===== src/rtl/event_encoder_8to3.sv =====
// event_encoder_8to3: registered 8-to-3 priority encoder for board-level
// request lines. Synchronises and debounces the raw input vector, latches
// each debounced rising edge as a pending event, and issues the
// highest-index pending event as a 3-bit code on a valid/ready handshake.
//
// Ports:
//   clk      system clock, all state on the rising edge
//   rst      asynchronous, active-high reset
//   en       event capture enable (0 clears pending, blocks new loads)
//   in[7:0]  raw request lines, asynchronous to clk; bit 7 has top priority
//   code     index of the serviced event (registered)
//   valid    code holds an unaccepted event (registered)
//   ready    consumer accepts code when valid && ready at a clock edge
//   pending  latched, not-yet-serviced events (registered)
//   drop     one-cycle pulse: a rising edge hit an already-pending bit
module event_encoder_8to3 #(
  parameter int unsigned DEBOUNCE_CYCLES = 4
) (
  input  logic       clk,
  input  logic       rst,
  input  logic       en,
  input  logic [7:0] in,
  output logic [2:0] code,
  output logic       valid,
  input  logic       ready,
  output logic [7:0] pending,
  output logic       drop
);

  // Counter wide enough for the largest legal DEBOUNCE_CYCLES (1023).
  localparam int unsigned CNT_W = 10;
  localparam logic [CNT_W-1:0] CNT_MAX = CNT_W'(DEBOUNCE_CYCLES - 1);

  logic [7:0]       sync_d;
  logic [7:0]       sync_q;
  logic [7:0]       sync_prev;
  logic [7:0]       db;
  logic [CNT_W-1:0] cnt;

  logic             stable;
  logic             db_load;
  logic [7:0]       rise;
  logic             any_pending;
  logic [2:0]       top_idx;
  logic             load;
  logic [7:0]       load_mask;
  logic [7:0]       pending_nxt;
  logic             drop_nxt;

  // Debounce acceptance and edge detection on the accepted vector.
  always_comb begin
    stable  = (sync_q == sync_prev);
    db_load = stable && (cnt == CNT_MAX);
    rise    = db_load ? (sync_q & ~db) : 8'h00;
  end

  // Highest set pending bit; later iterations override earlier ones.
  always_comb begin
    top_idx     = 3'd0;
    any_pending = |pending;
    for (int i = 0; i < 8; i++) begin
      if (pending[i]) top_idx = 3'(i);
    end
  end

  // Load decision and pending/drop next state. A rise on the bit being
  // loaded re-sets it (set wins) and is a fresh event, not a drop.
  always_comb begin
    load        = (!valid || ready) && en && any_pending;
    load_mask   = load ? (8'd1 << top_idx) : 8'h00;
    pending_nxt = en ? ((pending & ~load_mask) | rise) : 8'h00;
    drop_nxt    = en && (|(rise & pending & ~load_mask));
  end

  // Synchroniser, debounce and output state.
  always_ff @(posedge clk or posedge rst) begin
    if (rst) begin
      sync_d    <= 8'h00;
      sync_q    <= 8'h00;
      sync_prev <= 8'h00;
      db        <= 8'h00;
      cnt       <= '0;
      pending   <= 8'h00;
      code      <= 3'd0;
      valid     <= 1'b0;
      drop      <= 1'b0;
    end else begin
      sync_d    <= in;
      sync_q    <= sync_d;
      sync_prev <= sync_q;
      if (!stable) begin
        cnt <= '0;
      end else if (cnt != CNT_MAX) begin
        cnt <= cnt + CNT_W'(1);
      end
      if (db_load) db <= sync_q;
      pending <= pending_nxt;
      drop    <= drop_nxt;
      if (load) begin
        code  <= top_idx;
        valid <= 1'b1;
      end else if (valid && ready) begin
        valid <= 1'b0;
      end
    end
  end

endmodule

===== config.mk =====
export PLATFORM = sky130hd
export DESIGN_NAME = event_encoder_8to3
export DESIGN_NICKNAME = d
export VERILOG_FILES = /design/src/rtl/event_encoder_8to3.sv
export SDC_FILE = /design/constraint.sdc
export NUM_CORES = 1
export LEC_CHECK = 0
export CORE_MARGIN = 8
export CORE_UTILIZATION = 55
export DETAILED_ROUTE_END_ITERATION = 12
export HOLD_SLACK_MARGIN = 0.06
export PLACE_DENSITY = 0.79
export SYNTH_ARGS = -nofsm -noshare
export SYNTH_HDL_FRONTEND = slang
export SYNTH_SLANG_ARGS = --single-unit

===== constraint.sdc =====
create_clock -name clk -period 2.4 [get_ports clk]
set_input_delay 0.48 -clock clk [delete_from_list [all_inputs] [get_ports clk]]
set_output_delay 0.48 -clock clk [all_outputs]
set_load 0.01 [all_outputs]

; Yosys cells after proc, flatten, opt, wreduce, memory -nomap -nowiden
; Index checks and enable logic that the tools add are counted.
; W data, S select, Z words.
[classes]
n_mux = 14
n_shift = 1
n_bitwise = 7
n_eq_ne = 4
addsub = 1
reduce_logical = 10
[ops]
columns = operator, count
row1 = $and A8 B8 Y8, 4
row2 = $mux W8, 3
row3 = $mux W10, 2
row4 = $mux W3, 6
row5 = $not A8 Y8, 2
row6 = $reduce_or A8 Y1, 2
row7 = $add A10 B1 Y10 const B, 1
row8 = $eq A10 B2 Y1 const B, 1
row9 = $ne A10 B2 Y1 const B, 1
row10 = $eq A8 B8 Y1, 1
row11 = $or A8 B8 Y8, 1
row12 = $shl A1 B3 Y8 const A, 1
row13 = $logic_and A1 B1 Y1, 5
row14 = $mux W1, 3
row15 = $ne A2 B1 Y1 const B, 1
row16 = $reduce_bool A2 Y1, 1
row17 = $logic_not A1 Y1, 1
row18 = $logic_or A1 B1 Y1, 1
[word_totals]
output_inout_bits = 13
ff_bits = 55
in_bits = 12
word_cells = 46

; Logic depth before layout (Yosys ltp)
; Gate-level depths: netlist of the first run.
[logic_depth]
ltp_word = 13
mapped_depth = 7
ltp_nobuf = 6

; Least setup slack after synthesis of the first run
; Ideal clock, no wire load.
[synth_timing]
kind = register to register
start = register cnt[0]
end = register db[0]
required_ps = 2275
path_slack_ps = 505
path_stages_with_launch = 7
setup_time_ps = 125
period_less_slack_ps = 1895
arrival_ps = 1770
n_path_buf = 1
cell_sequence = dfrtp_1 -> ha_1 -> nor4b_4 -> nand3_4 -> nor3_4 -> buf_8 -> mux2_4
[synth_between]
elab_chain_cells = 2
[synth_lines]
columns = item, line
row1 = from (decl), 38  ; logic [CNT_W-1:0] cnt;
row2 = from (signal assigned), 94  ; cnt <= cnt + CNT_W'(1);
row3 = $eq A10 B2 Y1, 53  ; db_load = stable && (cnt == CNT_MAX);
row4 = $logic_and A1 B1 Y1, 53
row5 = to (signal assigned), 96  ; if (db_load) db <= sync_q;
row6 = to (decl), 37  ; logic [7:0] db;
; Every way passes these cells.
; A chain may end at the register's enable or synchronous reset.

; Final worst setup path of the first run
[layout_timing]
start = input port en
end = register drop
[layout_between]
elab_chain_cells = 7
[layout_lines]
columns = item, line
row1 = from (decl), 21  ; input logic en,
row2 = $logic_and A1 B1 Y1 (2 in a row), 69  ; load = (!valid || ready) && en && any_pending;
row3 = $mux W8, 70  ; load_mask = load ? (8'd1 << top_idx) : 8'h00;
row4 = $not A8 Y8, 72  ; drop_nxt = en && (|(rise & pending & ~load_mask));
row5 = $and A8 B8 Y8, 72
row6 = $reduce_or A8 Y1, 72
row7 = $logic_and A1 B1 Y1 *, 72
row8 = via drop_nxt, 48  ; logic drop_nxt;
row9 = to (signal assigned), 98  ; drop <= drop_nxt;
row10 = to (decl), 27  ; output logic drop
; The timed path passes the listed nets; every way through them passes the cells marked *.

==> results of run 1 <==
## placed cells by master (no fill, tap or decap), types with 2 or more instances in the layout
master	netlist	layout
o21ai_0	8	8
mux2_4	2	2
nor2_1	13	13
bufinv_16	0	2
nand2b_1	3	3
a22oi_1	3	3
a21o_1	2	2
nand4_1	4	4
mux2_2	5	5
xnor2_1	10	10
clkbuf_8	0	5
nand3_1	13	13
dfrtp_1	55	55
a21oi_1	3	3
inv_1	9	8
a21boi_2	3	3
nand2_1	8	8
clkdlybuf4s50_1	0	24
buf_4	0	4
a32oi_1	2	2
nor2b_1	8	8
and3_1	3	3
xor2_1	6	6
## area by class of cell
cell class,instances,area [sq um],area share (%)
tap,50,62.56,2.267
inverter,9,33.78,1.224
clock buffer,5,68.82,2.493
timing repair buffer,29,290.3,10.52
multi-input combinational,117,860.8,31.19
sequential,55,1376,49.86
clock inverter,3,67.56,2.448
## critical path: stages
cell	delay (ps)
clkdlybuf4s50_1	700
nand3_1	160
o21ai_0	360
o32ai_1	140
o311a_2	390
## per-stage QoR
stage / worst slack, ps / cells / area [sq um] / util [%] / hold slack, ps
global route: 313.6 / 268 / 2760 / 69.00 / 358.8
finish: 369.9 / 268 / 2760 / 69.00 / 355.3
floorplan: 504.7 / 184 / 2293 / - / 331.2
detailed placement: 122.9 / 260 / 2624 / 65.59 / 337.1
CTS: 425.3 / 268 / 2760 / 69.00 / 356.2
global placement: 226.9 / 260 / 2624 / 65.59 / 331.2
## metal layers
metal  share of wire [%]  vias up
met4                 2.0        0
met2                  49       60
li1                    -      705
met1                  42      753
met3                 7.1        9
met5                   0        -
## power by group through the flow
stage	logic [mW]	clock network [mW]	registers [mW]
4_1_cts	0.0896	0.729	0.970
3_5_place_dp	0.0889	0	0.988
5_1_grt	0.0973	0.761	0.973
2_1_floorplan	0.0421	0	0.985
6_report	0.0874	0.710	0.969
3_3_place_gp	0.0869	0	0.986
## path summary, 6_finish.rpt
kind                                 from        end
worst max-delay path                   en       drop
worst min-delay path            sync_d[4]  sync_q[4]
worst max register to register     cnt[0]      db[4]
worst min register to register  sync_d[4]  sync_q[4]
max in group asynchronous             rst  sync_d[3]
min in group asynchronous             rst      db[1]
## state kept, by name (all words and copies together), names as in the netlist
register / cells
db: 8
cnt: 10
sync_d: 8
valid: 1
pending: 8
sync_q: 8
sync_prev: 8
drop: 1
code: 3
## cells by family after synthesis
family	count (synthesis)
fa+ha+maj	1
compound gates	27
mux	8
buf+inv	12
flops	55
xor+xnor	16
simple gates	65
==> flow_summary_export.csv, run 1 <==
group,metric,value,unit
synth,synthMuxAreaShare,4.201,%
sta,hold_viol_final,0,
synth,syn_avg_cell_area,12.46,sq um
cells_and_area,insertedDiodeCount,0,
cells_and_area,layout-drive-gt1-share,16.06,%
critical_path,crit_type,"input pin to flip-flop",
pwr,intPower,1.412,mW
critical_path,worstPathRequired,2600,ps
clock_network,cts_made_buffers,5,
critical_path,r2r_cells,6,
pwr,peakVddDrop,0.4052,mV
min_path,min_path_cells,0,
sta,final.setup.tns,0,ps
synth,yosysMostFrequentCell,"dfrtp_1",
pwr,power_frac_clock,40.2,%
clock_network,htree_levels,2,
clock_network,holdBufCountCts,0,
floorplan,die_h,80.58,um
detailed_routing,drt_drc_violations_left,0,
clock_network,clkSinkCount,55,
synth,synth_area,0.002293,sq mm
clock_network,cts_tree,"done",
synth,synth-edff-count,0,
critical_path,crit_arrival,2230,ps
synth,synthSimpleGateAreaFrac,18.33,%
floorplan,ioPinCount,25,
sta,grt_setup_unrepaired,"false",
sta,min_period_over_period,84.59,%
pwr,p_switching,354.5,uW
detailed_routing,final_antenna_net_count,0,
clock_network,insertion_delay,310,ps
critical_path,reg2reg_setup_slack,460,ps
detailed_routing,firstDrtPassIters,4,
synth,synth_ff_type,"dfrtp_1",
floorplan,core,0.004000,sq mm
clock_network,clock_path_buffers,2,
pwr,power_density,640.2,mW/mm^2
synth,synth_top_family_by_area,"simple AND/OR/NAND/NOR gates",
synth,synth.largest_area_cell,"dfrtp_1",
synth,syn-num-nets,197,
clock_network,clk_pin_slew_worst_paths,100,ps
detailed_routing,vias,1527,
synth,synth_top_area_share,60.01,%
sta,tightestPinTransition,447.2,ps
global_route,grt_max_degree,24,
synth,synth_compound_area_share,8.347,%
synth,synth_cell_types,42,
clock_network,ctsResizeCount,0,
pwr,pwr-share-comb,4.9,%
placed_design,hpwlAfterDp,3.045,mm
min_path,hp-class,"flip-flop to flip-flop",
synth,synth-seq-area-share,60.01,%
run,maxCapViolCount,0,
synth,yosys-top-cells-area,"dfrtp_1 60%, xnor2_1 3.8%, nand3_1 2.8%",
global_route,grtUsageMet3,3.571,%
sta,slew_headroom,70.15,%
synth,synthTopCellsByCount,"55 x dfrtp_1, 13 x nand3_1, 13 x nor2_1, 10 x xnor2_1, 9 x inv_1",
critical_path,crit_fanout,12,
placed_design,gp_congestion,0.9457,
synth,syn_inst,184,
sta,clock_skew,6.355,ps
sta,setup_viol,0,
global_route,track_usage,13.71,%
pwr,switching_share,20.06,%
global_route,grt_pass1_wl,6.955,mm
global_route,grt_use_met1,16.27,%
synth,synthAdderAreaFrac,0.5456,%
floorplan,dieArea,0.006492,sq mm
global_route,antenna_found_initial,0,
global_route,grt_pass1_vias,1537,
sta,final_max_slew_viol_count,0,
pwr,sequentialPowerShare,54.9,%
critical_path,start_kind,"input pin",
clock_network,postCtsSetupRepairBufs,0,
cells_and_area,nets,230,
global_route,gr-total-overflow,0,
run_status,status,"finished clean",
synth,yosysWarningCount,0,
synth,synthXorXnorAreaFrac,6.110,%
global_route,busiest_layer,"met2",
floorplan,rows,23,
pwr,power,1.767,mW
detailed_routing,drt_iter0_drc,122,
global_route,use_met2,22.29,%
pwr,p_leak,1.226,nW
floorplan,start_util,57.34,%
floorplan,die-width,80.58,um
clock_network,cts_root_buf,"clkbuf_8",
sta,fin_crit,2030,ps
synth,async_flop_share,100.0,%
synth,yosys_register_bits,55,
sta,fmax,492.6,MHz
cells_and_area,fillers,267,
detailed_routing,via_per_inst,5.698,
cells_and_area,area_growth,20.35,%
critical_path,worstSetupEndpointType,"flip-flop",
detailed_routing,wire_per_inst,15.68,um
detailed_routing,routed_wl,4.203,mm
placed_design,port_buffers,24,
Power figures use the tool's default switching activity.
==> run 2: changes to the inputs <==
- CORE_UTILIZATION: 55 -> 50
- PLACE_DENSITY: 0.79 -> 0.76
- clock period: 2.4 -> 1.68 ns (I/O delays scaled with it)
==> flow_summary_export.csv, run 2 (synthesized netlist as in run 1, its figures left out) <==
group,metric,value,unit
critical_path,worstSetupEndpointType,"flip-flop",
detailed_routing,route.top_layer_used,"met4",
floorplan,core,0.004384,sq mm
sta,slew_headroom,75.15,%
pwr,p_switching,570.5,uW
clock_network,clkSinkCount,55,
detailed_routing,firstDrtPassIters,4,
critical_path,critPathLaunch,"pending[5]",
global_route,grt_max_degree,21,
cells_and_area,fin_cells,309,
placed_design,placed_cell_area,0.002904,sq mm
pwr,intPower,1.774,mW
detailed_routing,vias,1633,
detailed_routing,routed_wl,4.541,mm
detailed_routing,dr_wl_met3,251,um
floorplan,rows,24,
pwr,peakVddDrop,0.6724,mV
clock_network,cts_root_buf,"clkbuf_8",
run_status,violations,"setup timing",
clock_network,clk_pin_slew_worst_paths,120,ps
global_route,grt_pass1_wl,8.004,mm
clock_network,cts_made_buffers,5,
floorplan,die-width,83.73,um
cells_and_area,final_area,0.003102,sq mm
cells_and_area,largest_reg_flops,10,
cells_and_area,nets,269,
critical_path,worstPathRequired,1900,ps
min_path,hp-class,"input pin to asynchronous set/reset pin",
placed_design,dp_cells,294,
cells_and_area,fillers,316,
critical_path,cp_top_family,"compound AO/OA/AOI/OAI gates",
detailed_routing,via_per_inst,5.285,
pwr,pwr-share-comb,7.2,%
detailed_routing,drt_iter0_drc,104,
critical_path,cp_slowest_cell,"dfrtp_2",
global_route,gr-total-overflow,0,
critical_path,path_buf_inv,0,
pwr,power,2.345,mW
floorplan,die_h,83.73,um
cells_and_area,insertedDiodeCount,0,
cells_and_area,final_common_cell,"dfrtp_1",
critical_path,start_kind,"flip-flop",
placed_design,port_buffers,24,
sta,tightestPinTransition,369.9,ps
critical_path,crit_fanout,4,
global_route,track_usage,13.76,%
detailed_routing,final_antenna_net_count,0,
floorplan,ioPinCount,25,
cells_and_area,layout-drive-gt1-share,31.91,%
pwr,p_leak,1.462,nW
sta,fin_crit,1737,ps
placed_design,hpwlAfterDp,3.348,mm
sta,clock_skew,16.20,ps
critical_path,crit_chain,"nor4_4, nand3_2, o21ai_2, o311ai_1, o311a_2",
floorplan,dieArea,0.007010,sq mm
detailed_routing,dr_wl_met2,2.141,mm
placed_design,pre_cts_ws,-386.1,ps
critical_path,crit_type,"flip-flop to flip-flop",
detailed_routing,wire_per_inst,14.70,um
pwr,power_density,756.0,mW/mm^2
critical_path,r2r-start,"pending[5]",
clock_network,insertion_delay,320,ps
sta,hold_viol_final,0,
detailed_routing,drt_drc_violations_left,0,
global_route,grt_pass1_vias,1768,
sta,grt_setup_unrepaired,"true",
cells_and_area,final_cell_mix,"53 x dfrtp_1, 39 x buf_4, 19 x clkdlybuf4s50_1, 13 x nor2_1, 12 x nand3_1",
sta,setup_viol,2,
critical_path,path_depth,5,
sta,fmax,575.7,MHz
sta,min_period_over_period,103.4,%
cells_and_area,area_growth,35.24,%
critical_path,crit_arrival,1960,ps
global_route,antenna_found_initial,0,
clock_network,cts_tree,"done",
detailed_routing,m1WireLength,2.059,mm
pwr,sequentialPowerShare,58.7,%
run_status,status,"complete, but fails checks",
critical_path,critical-path-max-stage-delay,450,ps
cells_and_area,top_register,"cnt",
placed_design,gp_congestion,0.9017,
clock_network,holdBufCountCts,0,
sta,final_max_slew_viol_count,0,
sta,setup_ws,-57.10,ps
critical_path,reg2reg_setup_slack,-60,ps
pwr,power_frac_clock,34.1,%
run,maxCapViolCount,0,
pwr,switching_share,24.33,%
floorplan,start_util,52.31,%
clock_network,htree_levels,2,
critical_path,r2r_cells,5,
clock_network,clock_path_buffers,2,
## run 2: cell count changes in the layout (fill, tap and decap cells not counted), sizes merged
cell / delta
bufinv: -2
buf: +39
clkdlybuf4s50: -5
dlygate4sd2: +4
inv: +3
clkinvlp: -1
dlymetal6s2s: +1
## run 2: repair_timing
action,in CTS,in global routing
setup buffers,7,0
cloned,0,0
gates resized for setup,10,9
endpoints found under the setup margin,16,22
pin swaps,5,1
## run 2: worst paths after layout
path	end
hold / removal	sync_q[6]
max in group asynchronous	pending[7]
min in group clk	sync_q[7]
setup / recovery	drop
setup reg to reg	drop
hold reg to reg	sync_q[7]
## run 2: layout make-up
| cell class | instances | area [sq um] | share of cell area, % |
|---|---|---|---|
| repair buffers | 68 | 613.1 | 19.77 |
| clock inverters | 3 | 31.28 | 1.008 |
| multi-input cells | 117 | 910.9 | 29.37 |
| inverters | 9 | 33.78 | 1.089 |
| clock buffers | 5 | 68.82 | 2.219 |
| well taps | 52 | 65.06 | 2.098 |
| flip-flops and latches | 55 | 1379 | 44.45 |
## run 2: worst reg2reg max path: cells and delay by family (launching register included)
family | cells | cell delay (ps)
AOI/OAI and AO/OA | 3 | 620
DFF | 1 | 450
and+or+nand+nor | 2 | 590
## run 2: metal layers
layer | global-route usage (%) | vias to the layer above
met1 | 16.26 | 794
met4 | 6.593 | 0
met3 | 4.199 | 10
met2 | 22.18 | 50
li1 | - | 779
met5 | 0 | -
## run 2: per-stage QoR
stage / setup TNS, ps / util (%) / hold slack, ps
floorplan: -942.5 / - / 331.2
global placement: -872.8 / 66.24 / 332.3
detailed placement: -1466 / 66.24 / 334.7
CTS: -74.64 / 69.95 / 289.2
global route: -1247 / 70.75 / 322.6
finish: -61.25 / 70.75 / 296.9
## run 2: power by group through the flow
stage | clock (mW) | combinational, mW | sequential (mW)
2_1_floorplan | 0 | 0.0601 | 1.41
3_3_place_gp | 0 | 0.163 | 1.40
3_5_place_dp | 0 | 0.167 | 1.40
4_1_cts | 0.829 | 0.170 | 1.38
5_1_grt | 0.868 | 0.188 | 1.38
6_report | 0.799 | 0.169 | 1.38
==> run 3: changes to the inputs <==
- CELL_PAD_IN_SITES_DETAIL_PLACEMENT: default -> 0
- CELL_PAD_IN_SITES_GLOBAL_PLACEMENT: default -> 1
- CORE_UTILIZATION: 50 -> 40
- PLACE_DENSITY: 0.76 -> default
- PLACE_DENSITY_LB_ADDON: default -> 0.1
- RECOVER_POWER: default -> 100
==> flow_summary_export.csv, run 3 (synthesized netlist as in run 1, its figures left out) <==
group,metric,value,unit
run_status,status,"complete, but fails checks",
run_status,violations,"setup timing",
min_path,worstHoldStart,"sync_d[4]",
global_route,grt_pass1_vias,1672,
min_path,hp-class,"flip-flop to flip-flop",
clock_network,cts_root_buf,"clkbuf_8",
sta,setup_ws,-42.00,ps
run,maxCapViolCount,0,
clock_network,insertion_delay,300,ps
clock_network,clkSinkCount,55,
critical_path,reg2reg_setup_slack,-40,ps
detailed_routing,firstDrtPassIters,4,
sta,slew_headroom,50.11,%
cells_and_area,insertedDiodeCount,0,
global_route,track_usage,11.97,%
cells_and_area,final_cell_mix,"54 x dfrtp_1, 33 x buf_4, 13 x nor2_1, 12 x nand3_1, 12 x dlygate4sd3_1",
detailed_routing,routed_wl,4.701,mm
global_route,grt_max_degree,56,
critical_path,r2r-end,"db[7]",
sta,whs,352.8,ps
placed_design,gp_congestion,0.8959,
critical_path,r2r-start,"cnt[0]",
floorplan,rows,27,
sta,tightestPinTransition,748.4,ps
pwr,power_density,762.1,mW/mm^2
min_path,min_path_cells,0,
global_route,grt_pass1_wl,8.211,mm
cells_and_area,area_growth,35.13,%
sta,setup_viol,7,
floorplan,core,0.005540,sq mm
sta,min_period_over_period,102.5,%
global_route,gr-total-overflow,0,
clock_network,htree_levels,2,
floorplan,dieArea,0.008413,sq mm
detailed_routing,via_per_inst,5.046,
clock_network,holdBufCountCts,0,
floorplan,start_util,41.40,%
cells_and_area,largest_reg_flops,10,
cells_and_area,final_common_cell,"dfrtp_1",
placed_design,port_buffers,24,
cells_and_area,layout-drive-gt1-share,29.30,%
pwr,p_leak,1.459,nW
sta,grt_setup_unrepaired,"true",
critical_path,start_kind,"flip-flop",
clock_network,clk_pin_slew_worst_paths,100,ps
sta,fmax,580.7,MHz
clock_network,cts_made_buffers,5,
sta,final_max_slew_viol_count,0,
sta,clock_skew,10.94,ps
global_route,antenna_found_initial,0,
floorplan,ioPinCount,25,
pwr,peakVddDrop,0.5144,mV
placed_design,hpwlAfterDp,3.361,mm
critical_path,crit_type,"flip-flop to flip-flop",
sta,fin_crit,1722,ps
detailed_routing,final_antenna_net_count,0,
detailed_routing,drt_drc_violations_left,0,
critical_path,worstPathRequired,1860,ps
critical_path,crit_arrival,1910,ps
clock_network,clock_path_buffers,2,
detailed_routing,vias,1655,
min_path,hold_end,"sync_q[4]",
detailed_routing,wire_per_inst,14.33,um
cells_and_area,nets,269,
cells_and_area,fin_util,55.94,%
critical_path,worstSetupEndpointType,"flip-flop",
sta,hold_viol_final,0,
floorplan,die_h,91.72,um
critical_path,crit_fanout,11,
critical_path,r2r_cells,6,
detailed_routing,drt_iter0_drc,138,
floorplan,die-width,91.72,um
clock_network,cts_tree,"done",
cells_and_area,top_register,"cnt",
==> run 3: cell types whose count changed in the layout (fill, tap and decap cells not counted), sizes merged, moves of 2 or more <==
| cell | delta |
|---|---|
| dlygate4sd3 | +12 |
| clkdlybuf4s50 | -11 |
| buf | -8 |
| clkbuf | +8 |
| inv | -4 |
| dlygate4sd2 | -2 |
==> run 3: per-layer routing <==
| metal | wire length [um] | vias up | global-route usage, % |
|---|---|---|---|
| li1 | - | 779 | - |
| met1 | 2226 | 818 | 15.72 |
| met2 | 2166 | 53 | 18.61 |
| met3 | 253 | 5 | 3.341 |
| met4 | 54 | 0 | 4.027 |
| met5 | 0 | - | 0 |
==> run 3: stage by stage <==
step	power, mW	TNS (ps)	worst slack, ps	std cells	cell area (sq um)
detailed placement	1.560	-1864	-398.2	313	2909
global route	2.473	-1496	-128.5	328	3099
finish	2.362	-169.9	-42.00	328	3099
floorplan	1.468	-942.5	-204.9	184	2306
global placement	1.557	-1363	-307.2	313	2909
CTS	2.422	-308.2	-55.47	327	3087
==> run 3: timing repair <==
item | CTS | global route
pin swaps | 4 | 3
gates resized for setup | 9 | 11
endpoints found under the setup margin | 18 | 22
setup buffers | 7 | 1
==> run 3: how the worst max path moves through the flow <==
stage | start | endpoint | cells past startpoint
final | cnt[0] | db[7] | 6
after global routing | cnt[1] | pending[3] | 8
after CTS | cnt[0] | pending[3] | 8
after detailed placement | ready | drop | 6
after global placement | ready | drop | 6
after floorplan | cnt[0] | db[0] | 6
==> run 3: worst max-delay path: stages, from the launching register on <==
cell and delay [ps]:
dfrtp_1 400, ha_4 160, nor4b_4 250, nand3_4 130, nor3_4 160, buf_12 160
mux2_2 330
==> run 3: power by group <==
group	switching (mW)	total (mW)	leakage [nW]	internal (mW)
Sequential	0.0177	1.38	0.708	1.36
Clock	0.406	0.842	0.0502	0.436
Combinational	0.0726	0.144	0.701	0.0715
==> run 3: final cells by class <==
type | count | area (sq um)
repair buffers | 68 | 575.6
clock buffers | 5 | 68.82
well taps | 72 | 90.09
fillers | 511 | 2441
flip-flops and latches | 55 | 1378
inverters | 9 | 33.78
clock inverters | 2 | 37.54
multi-input cells | 117 | 915.9
